**src/rtl/reg_lock_tracker.sv**
```systemverilog
// Register-lock scoreboard: per-register outstanding-write counters plus a global
// jump lock, feeding the lock-grant checker with a purely registered lock vector.

package rv64g_pkg;
    localparam int NUM_REGS = 32;
endpackage

module reg_lock_tracker #(
    parameter int NR  = rv64g_pkg::NUM_REGS,
    parameter int CW  = 2,
    parameter int NWB = 2
) (
    input  logic                            clk_i,
    input  logic                            arst_i,
    input  logic                            flush_i,
    input  logic                            dispatch_valid_i,
    input  logic                            dispatch_jump_i,
    input  logic [$clog2(NR)-1:0]           dispatch_rd_i,
    input  logic                            jump_done_i,
    input  logic [NWB-1:0]                  wb_valid_i,
    input  logic [NWB-1:0][$clog2(NR)-1:0]  wb_rd_i,
    output logic [NR-1:0]                   locks_o,
    output logic [NR-1:0]                   rd_full_o,
    output logic                            jump_lock_o,
    output logic                            overflow_o,
    output logic                            underflow_o
);

    localparam int AW = $clog2(NR);
    localparam int DW = $clog2(NWB + 1);
    localparam int SW = CW + DW + 1;
    localparam logic [CW-1:0] CNT_MAX = '1;
    localparam logic [SW-1:0] SUM_MAX = {{(SW-CW){1'b0}}, CNT_MAX};

    logic [NR-1:0][CW-1:0] r_cnt;
    logic                  r_jumpLock;
    logic                  r_overflow;
    logic                  r_underflow;

    logic [NR-1:0][CW-1:0] w_cntNext;
    logic [NR-1:0]         w_ovfHit;
    logic [NR-1:0]         w_unfHit;
    logic                  w_jumpSet;
    logic                  w_jumpNext;

    // Signed sum is kept wide enough that cnt+1 and cnt-NWB never wrap, so the
    // sign bit alone detects underflow. Register 0 is skipped and stays zero.
    always_comb begin
        w_cntNext = '0;
        w_ovfHit  = '0;
        w_unfHit  = '0;
        for (int r = 1; r < NR; r++) begin
            logic          inc;
            logic [DW-1:0] dec;
            logic [SW-1:0] sum;
            inc = dispatch_valid_i && (dispatch_rd_i == AW'(r));
            dec = '0;
            for (int k = 0; k < NWB; k++) begin
                if (wb_valid_i[k] && (wb_rd_i[k] == AW'(r))) begin
                    dec = dec + DW'(1);
                end
            end
            sum = {{(SW-CW){1'b0}}, r_cnt[r]} + SW'(inc) - SW'(dec);
            if (sum[SW-1]) begin
                w_unfHit[r]  = 1'b1;
                w_cntNext[r] = '0;
            end else if (sum > SUM_MAX) begin
                w_ovfHit[r]  = 1'b1;
                w_cntNext[r] = CNT_MAX;
            end else begin
                w_cntNext[r] = sum[CW-1:0];
            end
        end
    end

    always_comb begin
        w_jumpSet  = dispatch_valid_i && dispatch_jump_i;
        w_jumpNext = w_jumpSet || (r_jumpLock && !jump_done_i);
    end

    always_ff @(posedge clk_i or posedge arst_i) begin
        if (arst_i) begin
            r_cnt       <= '0;
            r_jumpLock  <= 1'b0;
            r_overflow  <= 1'b0;
            r_underflow <= 1'b0;
        end else if (flush_i) begin
            r_cnt       <= '0;
            r_jumpLock  <= 1'b0;
            r_overflow  <= 1'b0;
            r_underflow <= 1'b0;
        end else begin
            r_cnt       <= w_cntNext;
            r_jumpLock  <= w_jumpNext;
            r_overflow  <= r_overflow  | (|w_ovfHit);
            r_underflow <= r_underflow | (|w_unfHit);
        end
    end

    // Outputs decode only registered state so the lock/check loop has no
    // combinational path back from the arbiter.
    always_comb begin
        locks_o   = '0;
        rd_full_o = '0;
        for (int r = 0; r < NR; r++) begin
            locks_o[r]   = r_jumpLock || (r_cnt[r] != '0);
            rd_full_o[r] = (r_cnt[r] == CNT_MAX);
        end
    end

    assign jump_lock_o = r_jumpLock;
    assign overflow_o  = r_overflow;
    assign underflow_o = r_underflow;

endmodule

```
**config.mk**
```make
export PLATFORM = sky130hd
export DESIGN_NAME = reg_lock_tracker
export DESIGN_NICKNAME = d
export VERILOG_FILES = /design/src/rtl/reg_lock_tracker.sv
export SDC_FILE = /design/constraint.sdc
export NUM_CORES = 1
export LEC_CHECK = 0
export ABC_AREA = 1
export CORE_ASPECT_RATIO = 1.75
export CORE_MARGIN = 3
export CORE_UTILIZATION = 30
export DETAILED_ROUTE_END_ITERATION = 12
export SLEW_MARGIN = 25
export SYNTH_ARGS = -nofsm -noshare
export SYNTH_HDL_FRONTEND = slang
export SYNTH_SLANG_ARGS = --single-unit
```
**constraint.sdc**
```tcl
create_clock -name clk_i -period 1.9 [get_ports clk_i]
set_input_delay 0.19 -clock clk_i [delete_from_list [all_inputs] [get_ports clk_i]]
set_output_delay 0.19 -clock clk_i [all_outputs]
set_load 0.05 [all_outputs]
```
==> impl_results.rst, run 1 <==
.. list-table::
   :header-rows: 1

   * - Metric
     - Value
   * - Outcome
     - complete, but fails checks
   * - Failing checks
     - setup timing
   * - DR vias/cell
     - 4.74
   * - Avg Inst Size Synth
     - 7.12 um^2
   * - Total number of yosys warnings
     - 0
   * - Placed cell areas
     - 11100 um^2
   * - Final ANT Viol Nets
     - 0
   * - Total number of H-tree levels
     - 3
   * - CP Class
     - input port to flop
   * - #FFs+latches synth
     - 65
   * - Worst-case reg-to-reg path depth
     - 11
   * - Max VDD drop
     - 0.749 mV
   * - Count of flip-flops with a built-in enable after synthesis
     - 0
   * - Distinct cell type count after synthesis
     - 20
   * - Hold buffer count at cts
     - 0
   * - Count of nets after finishing
     - 1660
   * - Router iterations before antenna repair
     - 5
   * - Part of the cycle the worst path needs
     - 138%
   * - Critical Path Start
     - wb_rd_i[8]
   * - Period minus WS final
     - 2.63 ns
   * - Wire length of the first global-routing pass
     - 42.1 mm
   * - Worst Path Max Fanout
     - 4
   * - CTS sink cnt
     - 65
   * - Area growth syn-to-layout
     - 76.4%
   * - Clock Latency Late Sink
     - 0.35 ns
   * - Tightest Pin Transition
     - 0.502 ns
   * - Global route total overflow
     - 0
   * - Cell area power density
     - 1200 nW/um^2
   * - Pin count of the biggest net entering global routing
     - 66
   * - HP Class
     - input port to async pin
   * - Count of inserted antenna diode cells
     - 0
   * - Antenna violations before repair
     - 0
   * - Maximum capacitance violations
     - 0
   * - Clock buffer count from CTS
     - 9
   * - RR Startpoint
     - r_cnt[17]$_DFF_PP0_
   * - Avg WL per Cell
     - 16.8 um
   * - Internal reg-to-reg setup slack
     - -0.20 ns
   * - Placement Rows
     - 77
   * - Slew Limit Fails
     - 0
   * - Most common library cell in the layout ignoring fill and taps
     - sky130_fd_sc_hd__buf_4
   * - Port Buf Inserts
     - 88
   * - Floorplan die height
     - 220 um
   * - Iteration-0 DRC count of the detailed router
     - 456
   * - Arr. time, crit path
     - 2.87 ns
   * - Proportion of layout cells with a drive suffix above 1
     - 54.3%
   * - Starting density of the core
     - 30.9%
   * - Post-Synthesis Cell Area
     - 7880 um^2
   * - RR Endpoint
     - overflow_o$_DFF_PP0_
   * - Startpoint kind of the worst setup timing path
     - input port
   * - Setup-violating endpoint count in the final report
     - 64
   * - DP HPWL
     - 20.5 mm
   * - Sequential fraction of the synthesis area
     - 20.6%
   * - Number of cells produced by synthesis
     - 1106
   * - Number of global-route vias before repair
     - 8644
   * - Floorplan die area
     - 28300 um^2
   * - End-of-flow core utilization
     - 54.4%
   * - Setup WS post-layout
     - -0.728 ns
   * - Detailed-route DRC error count
     - 0
   * - Layout Skew
     - 0.00331 ns
   * - Total global-route track usage
     - 19.2%
   * - Total wire length after detailed routing
     - 29.7 mm
   * - Syn Nets
     - 1315
   * - Required time of the critical path
     - 2.14 ns
   * - Clock transition time at the flip-flop clock pins of the worst setup and hold paths
     - 0.06 ns
   * - Setup repair after global routing missed its margin
     - true
   * - CTS tree
     - done
   * - Capturing element of the worst setup path
     - overflow_o$_DFF_PP0_
   * - Final instance area
     - 13900 um^2
   * - Area of the core
     - 25500 um^2
   * - Top-level port count
     - 90
   * - GP Congestion
     - 0.937
   * - Final Hold Viols
     - 0
   * - FFs w/ async S/R, synth
     - 100%
   * - Crit. End Element
     - flop
   * - Leakage dissipation
     - 6.81 nW
   * - Most frequent cells in the layout
     - 265 x sky130_fd_sc_hd__buf_4, 202 x sky130_fd_sc_hd__nand2_1, 163 x sky130_fd_sc_hd__inv_1, 115 x sky130_fd_sc_hd__nor2_1, 75 x sky130_fd_sc_hd__ha_4
   * - Main synth FF type
     - sky130_fd_sc_hd__dfrtp_1
   * - Maximum clock frequency
     - 381 MHz
   * - Die extent in x
     - 128 um
   * - Cell chosen for the clock root
     - sky130_fd_sc_hd__clkbuf_16
   * - Via total after detailed routing
     - 8384
   * - Relative max-transition margin
     - 66.4%
   * - Bufs on Longest Clock Path
     - 2
[critical path, cell delays in order]
cell,delay [ns]
sky130_fd_sc_hd__buf_6,0.12
sky130_fd_sc_hd__buf_6,0.12
sky130_fd_sc_hd__nor2_4,0.20
sky130_fd_sc_hd__buf_4,0.16
sky130_fd_sc_hd__nand2_4,0.07
sky130_fd_sc_hd__nor2_1,0.12
sky130_fd_sc_hd__ha_1,0.25
sky130_fd_sc_hd__ha_1,0.30
sky130_fd_sc_hd__inv_1,0.05
sky130_fd_sc_hd__ha_1,0.20
sky130_fd_sc_hd__fa_2,0.36
sky130_fd_sc_hd__nand2_1,0.08
sky130_fd_sc_hd__nand2_1,0.07
sky130_fd_sc_hd__nand2_1,0.10
sky130_fd_sc_hd__nand2_1,0.06
sky130_fd_sc_hd__nor2_1,0.13
sky130_fd_sc_hd__nand2_1,0.10
sky130_fd_sc_hd__nor2_2,0.13
sky130_fd_sc_hd__a21oi_2,0.06
[registers in the layout, summed over array words and instances, names as in the netlist]
name,cells
r_cnt,62
jump_lock_o,1
overflow_o,1
underflow_o,1
[Yosys cell counts (all sizes together), types with 4 or more instances]
library cell	instances	area, um^2
inv	240	901
nand3	22	110
fa	62	1240
dfrtp	65	1630
buf	11	60.1
xnor2	14	123
o21bai	8	60.1
nor2	241	905
nand2	282	1060
xor2	11	96.3
a21oi	14	73.8
nand3b	4	30.0
ha	124	1550
[per-stage QoR]
stage / power (mW) / TNS [ns] / hold WS (ns) / setup WS, ns / std cells
after CTS: 15.5 / -19.15 / 0.263 / -0.655 / 1749
after global placement: 12.9 / -69.59 / 0.626 / -1.66 / 1705
after floorplan: 9.09 / -3.47 / 0.246 / -0.426 / 1106
final: 16.6 / -17.28 / 0.232 / -0.728 / 1769
after detailed placement: 13.1 / -70.22 / 0.632 / -1.63 / 1705
after global routing: 17.8 / -21.76 / 0.268 / -0.820 / 1769
[logic make-up (layout without fill, tap and decap cells)]
group	after synthesis	after routing	synth area share, %
simple gates	550	552	26.8
buf+inv	254	599	12.3
fa+ha+maj	186	186	35.5
flops	65	65	20.6
compound gates	25	25	1.97
xor+xnor	25	25	2.78
other cells	1	1	0.0476
[metal layers]
metal  part of all wire [%]  GRT usage, %
met5                      0             0
met3                    4.3          2.58
met4                    8.6          9.92
met1                     33          19.4
met2                     54          37.5
[worst min-delay path by stage]
stage / end / cells after the start
after global placement: r_cnt[29]$_DFF_PP0_ / 3
after CTS: r_cnt[29]$_DFF_PP0_ / 3
after floorplan: overflow_o$_DFF_PP0_ / 1
after global routing: r_cnt[11]$_DFF_PP0_ / 3
after detailed placement: r_cnt[29]$_DFF_PP0_ / 3
final: r_cnt[11]$_DFF_PP0_ / 3
[repair_timing]
item,in CTS,in global routing
endpoints found under the setup margin,64,64
setup buffers,40,34
cloned,2,0
gates resized for setup,356,229
hold endpoints to repair,0,0
pin swaps,181,192
[cell type report]
class,instances,area [um^2]
clock buffer,12,246
timing repair buffer,346,2960
inverter,240,976
clock inverter,1,5.00
sequential,65,1630
fill,2083,11600
tap,316,395
multi-input combinational,789,7680
[report_power, final]
part           internal (mW)  switching [mW]  total (mW)  leakage, nW
logic                   5.34            6.98        12.3         5.86
registers               2.00           0.745        2.74        0.825
clock network          0.895           0.654        1.55        0.124
total                   8.23            8.38        16.6         6.81
No activity file was read; power rests on OpenSTA's default activity.
==> run 2, diff against run 1 <==
CELL_PAD_IN_SITES_DETAIL_PLACEMENT = 1   (was not set)
CELL_PAD_IN_SITES_GLOBAL_PLACEMENT = 1   (was not set)
CTS_CLUSTER_SIZE = 8   (was not set)
PLACE_DENSITY_LB_ADDON = 0.1   (was not set)
==> impl_results.rst, run 2 (synthesized netlist as in run 1, its figures left out) <==
.. list-table::
   :header-rows: 1

   * - Metric
     - Value
   * - Outcome
     - complete, but fails checks (unchanged)
   * - Failing checks
     - setup timing (unchanged)
   * - GR Util met1
     - 23.0% (was 19.4%)
   * - Startpoint kind of the worst setup timing path
     - input port (unchanged)
   * - CP Class
     - input port to flop (unchanged)
   * - Max VDD drop
     - 0.857 mV (was 0.749 mV)
   * - CTS tree
     - done (unchanged)
   * - Relative max-transition margin
     - 66.5% (was 66.4%)
   * - Proportion of layout cells with a drive suffix above 1
     - 55.7% (was 54.3%)
   * - Setup repair after global routing missed its margin
     - true (unchanged)
   * - Clock Latency Late Sink
     - 0.37 ns (was 0.35 ns)
   * - Total wire length after detailed routing
     - 32.8 mm (was 29.7 mm)
   * - Antenna violations before repair
     - 0 (unchanged)
   * - Accumulated negative setup slack
     - -13.47 ns (was -17.28 ns)
   * - Avg WL per Cell
     - 18.5 um (was 16.8 um)
   * - Most frequent cells in the layout
     - 272 x sky130_fd_sc_hd__buf_4, 192 x sky130_fd_sc_hd__nand2_1, 165 x sky130_fd_sc_hd__inv_1, 113 x sky130_fd_sc_hd__nor2_1, 82 x sky130_fd_sc_hd__ha_4 (was 265 x sky130_fd_sc_hd__buf_4, 202 x sky130_fd_sc_hd__nand2_1, 163 x sky130_fd_sc_hd__inv_1, 115 x sky130_fd_sc_hd__nor2_1, 75 x sky130_fd_sc_hd__ha_4)
   * - Net load switching power
     - 8.64 mW (was 8.38 mW)
   * - Count of inserted antenna diode cells
     - 0 (unchanged)
   * - Count of nets after finishing
     - 1664 (was 1660)
   * - Required time of the critical path
     - 2.16 ns (was 2.14 ns)
   * - Area growth syn-to-layout
     - 79.4% (was 76.4%)
   * - Register with the most flip-flops
     - r_cnt (unchanged)
   * - Final Hold Viols
     - 0 (unchanged)
   * - GP Congestion
     - 0.870 (was 0.937)
   * - Arr. time, crit path
     - 2.77 ns (was 2.87 ns)
   * - Crit. End Element
     - flop (unchanged)
   * - Port Buf Inserts
     - 88 (unchanged)
   * - Hold buffer count at cts
     - 0 (unchanged)
   * - Total global-route track usage
     - 22.5% (was 19.2%)
   * - Via total after detailed routing
     - 8381 (was 8384)
   * - Starting density of the core
     - 30.9% (unchanged)
   * - Period minus WS final
     - 2.51 ns (was 2.63 ns)
   * - Final ANT Viol Nets
     - 0 (unchanged)
   * - Met2 global-route usage
     - 44.2% (was 37.5%)
   * - Setup WS post-layout
     - -0.606 ns (was -0.728 ns)
   * - Global route total overflow
     - 0 (unchanged)
   * - Layer carrying the most global-route usage
     - met2 (unchanged)
   * - Pin count of the biggest net entering global routing
     - 66 (unchanged)
   * - Combinational share of power
     - 73.6% (was 74.2%)
   * - Cell area power density
     - 1220 nW/um^2 (was 1200 nW/um^2)
   * - Worst Path Max Fanout
     - 4 (unchanged)
   * - DR vias/cell
     - 4.72 (was 4.74)
   * - DP HPWL
     - 23.9 mm (was 20.5 mm)
   * - Floorplan die area
     - 28300 um^2 (unchanged)
   * - Die extent in x
     - 128 um (unchanged)
   * - Placed cell areas
     - 11200 um^2 (was 11100 um^2)
   * - Internal
     - 8.55 mW (was 8.23 mW)
   * - Leakage dissipation
     - 6.82 nW (was 6.81 nW)
   * - Clock transition time at the flip-flop clock pins of the worst setup and hold paths
     - 0.06 ns (about the same)
   * - Total number of H-tree levels
     - 3 (unchanged)
   * - Maximum capacitance violations
     - 0 (unchanged)
   * - Area of the core
     - 25500 um^2 (unchanged)
   * - Max FFs per register
     - 62 (unchanged)
   * - Final instance area
     - 14100 um^2 (was 13900 um^2)
   * - Share of total power in sequential cells
     - 16.2% (was 16.5%)
   * - Most common library cell in the layout ignoring fill and taps
     - sky130_fd_sc_hd__buf_4 (unchanged)
   * - Wire length of the first global-routing pass
     - 47.9 mm (was 42.1 mm)
   * - Slew Limit Fails
     - 0 (unchanged)
   * - Bufs on Longest Clock Path
     - 2 (unchanged)
   * - Part of the cycle the worst path needs
     - 132% (was 138%)
   * - Placement Rows
     - 77 (unchanged)
   * - Setup-violating endpoint count in the final report
     - 64 (unchanged)
   * - Top-level port count
     - 90 (unchanged)
   * - CTS sink cnt
     - 65 (unchanged)
   * - Layout Skew
     - 0.00684 ns (was 0.00331 ns)
   * - Floorplan die height
     - 220 um (unchanged)
   * - Clock Power Share
     - 10.2% (was 9.3%)
   * - Number of global-route vias before repair
     - 9136 (was 8644)
   * - Tightest Pin Transition
     - 0.501 ns (was 0.502 ns)
   * - Iteration-0 DRC count of the detailed router
     - 244 (was 456)
   * - Global routing usage on met3
     - 2.85% (was 2.58%)
   * - Maximum clock frequency
     - 399 MHz (was 381 MHz)
   * - Router iterations before antenna repair
     - 4 (was 5)
   * - Clock buffer count from CTS
     - 9 (unchanged)
   * - HP Class
     - input port to async pin (unchanged)
   * - Cell chosen for the clock root
     - sky130_fd_sc_hd__clkbuf_16 (unchanged)
   * - Detailed-route DRC error count
     - 0 (unchanged)
   * - Net switching fraction of the power
     - 50.2% (was 50.4%)
==> run 2: cell types whose count changed in the layout (fill, tap and decap cells not counted), sizes merged <==
| cell | change |
|---|---|
| buf | +7 |
| bufinv | +1 |
| clkbuf | -1 |
| clkdlybuf4s15 | -1 |
| clkdlybuf4s50 | -1 |
| clkinv | +2 |
| inv | -1 |
| nand2 | +1 |
==> run 2: timing repair <==
action,in CTS,in global routing
pin swaps,222,167
resized for setup,408,196
endpoints found under the setup margin,64,64
buffers inserted,49,26
gates cloned,3,0
==> run 2: worst max-delay path, cell delays in order <==
cell and delay [ns]:
sky130_fd_sc_hd__buf_8 0.11, sky130_fd_sc_hd__buf_6 0.11, sky130_fd_sc_hd__nor2_4 0.19, sky130_fd_sc_hd__buf_6 0.17, sky130_fd_sc_hd__nand2_4 0.07, sky130_fd_sc_hd__nor2_2 0.09
sky130_fd_sc_hd__ha_1 0.26, sky130_fd_sc_hd__ha_1 0.31, sky130_fd_sc_hd__inv_1 0.05, sky130_fd_sc_hd__ha_2 0.18, sky130_fd_sc_hd__fa_2 0.35, sky130_fd_sc_hd__xnor2_2 0.15
sky130_fd_sc_hd__nand2_1 0.08, sky130_fd_sc_hd__nand2_1 0.05, sky130_fd_sc_hd__nor2_1 0.12, sky130_fd_sc_hd__nand2_1 0.09, sky130_fd_sc_hd__nor2_2 0.11, sky130_fd_sc_hd__a21oi_2 0.06
==> run 2: cell type report <==
cell class | instances | area, um^2
clock buffers | 13 | 250
clock inverters | 3 | 40.0
fillers | 2938 | 11400
inverters | 240 | 1000
multi-input cells | 790 | 7850
flip-flops and latches | 65 | 1630
well taps | 316 | 395
repair buffers | 349 | 2960
==> run 2: path summary, 6_finish.rpt <==
| check | slack, ns | start | endpoint | depth (start not counted) |
|---|---|---|---|---|
| max | -0.61 | wb_rd_i[6] | overflow_o$_DFF_PP0_ | 18 |
| min | 0.24 | arst_i | r_cnt[43]$_DFF_PP0_ | 3 |
| max reg2reg | -0.16 | r_cnt[49]$_DFF_PP0_ | overflow_o$_DFF_PP0_ | 10 |
| min reg2reg | 0.69 | r_cnt[54]$_DFF_PP0_ | r_cnt[54]$_DFF_PP0_ | 3 |
| max in group asynchronous | 1.31 | arst_i | r_cnt[38]$_DFF_PP0_ | 3 |
| min in group clk_i | 0.26 | dispatch_valid_i | jump_lock_o$_DFF_PP0_ | 3 |
==> run 2: power groups by stage <==
stage                     combinational (mW)  sequential (mW)  clock, mW
final                                   12.6             2.78       1.76
after global placement                  10.7             2.67          0
after floorplan                         6.48             2.60          0
after CTS                               11.8             2.76       1.81
after detailed placement                10.9             2.69          0
after global routing                    13.8             2.88       1.85
==> run 2: per-layer routing <==
metal | vias to the layer above | routed length (um)
li1 | 3976 | -
met1 | 4169 | 11600
met2 | 159 | 18900
met3 | 77 | 914
met4 | 0 | 1460
met5 | - | 0
==> run 2: through the flow <==
step	hold slack (ns)	instances	power [mW]	util (%)	worst slack, ns
global placement	0.630	1707	13.4	43.8	-1.58
detailed placement	0.640	1707	13.6	43.8	-1.61
global route	0.271	1776	18.5	55.3	-0.698
CTS	0.246	1760	16.4	51.3	-0.562
finish	0.236	1776	17.2	55.3	-0.606
floorplan	0.246	1106	9.09	-	-0.426
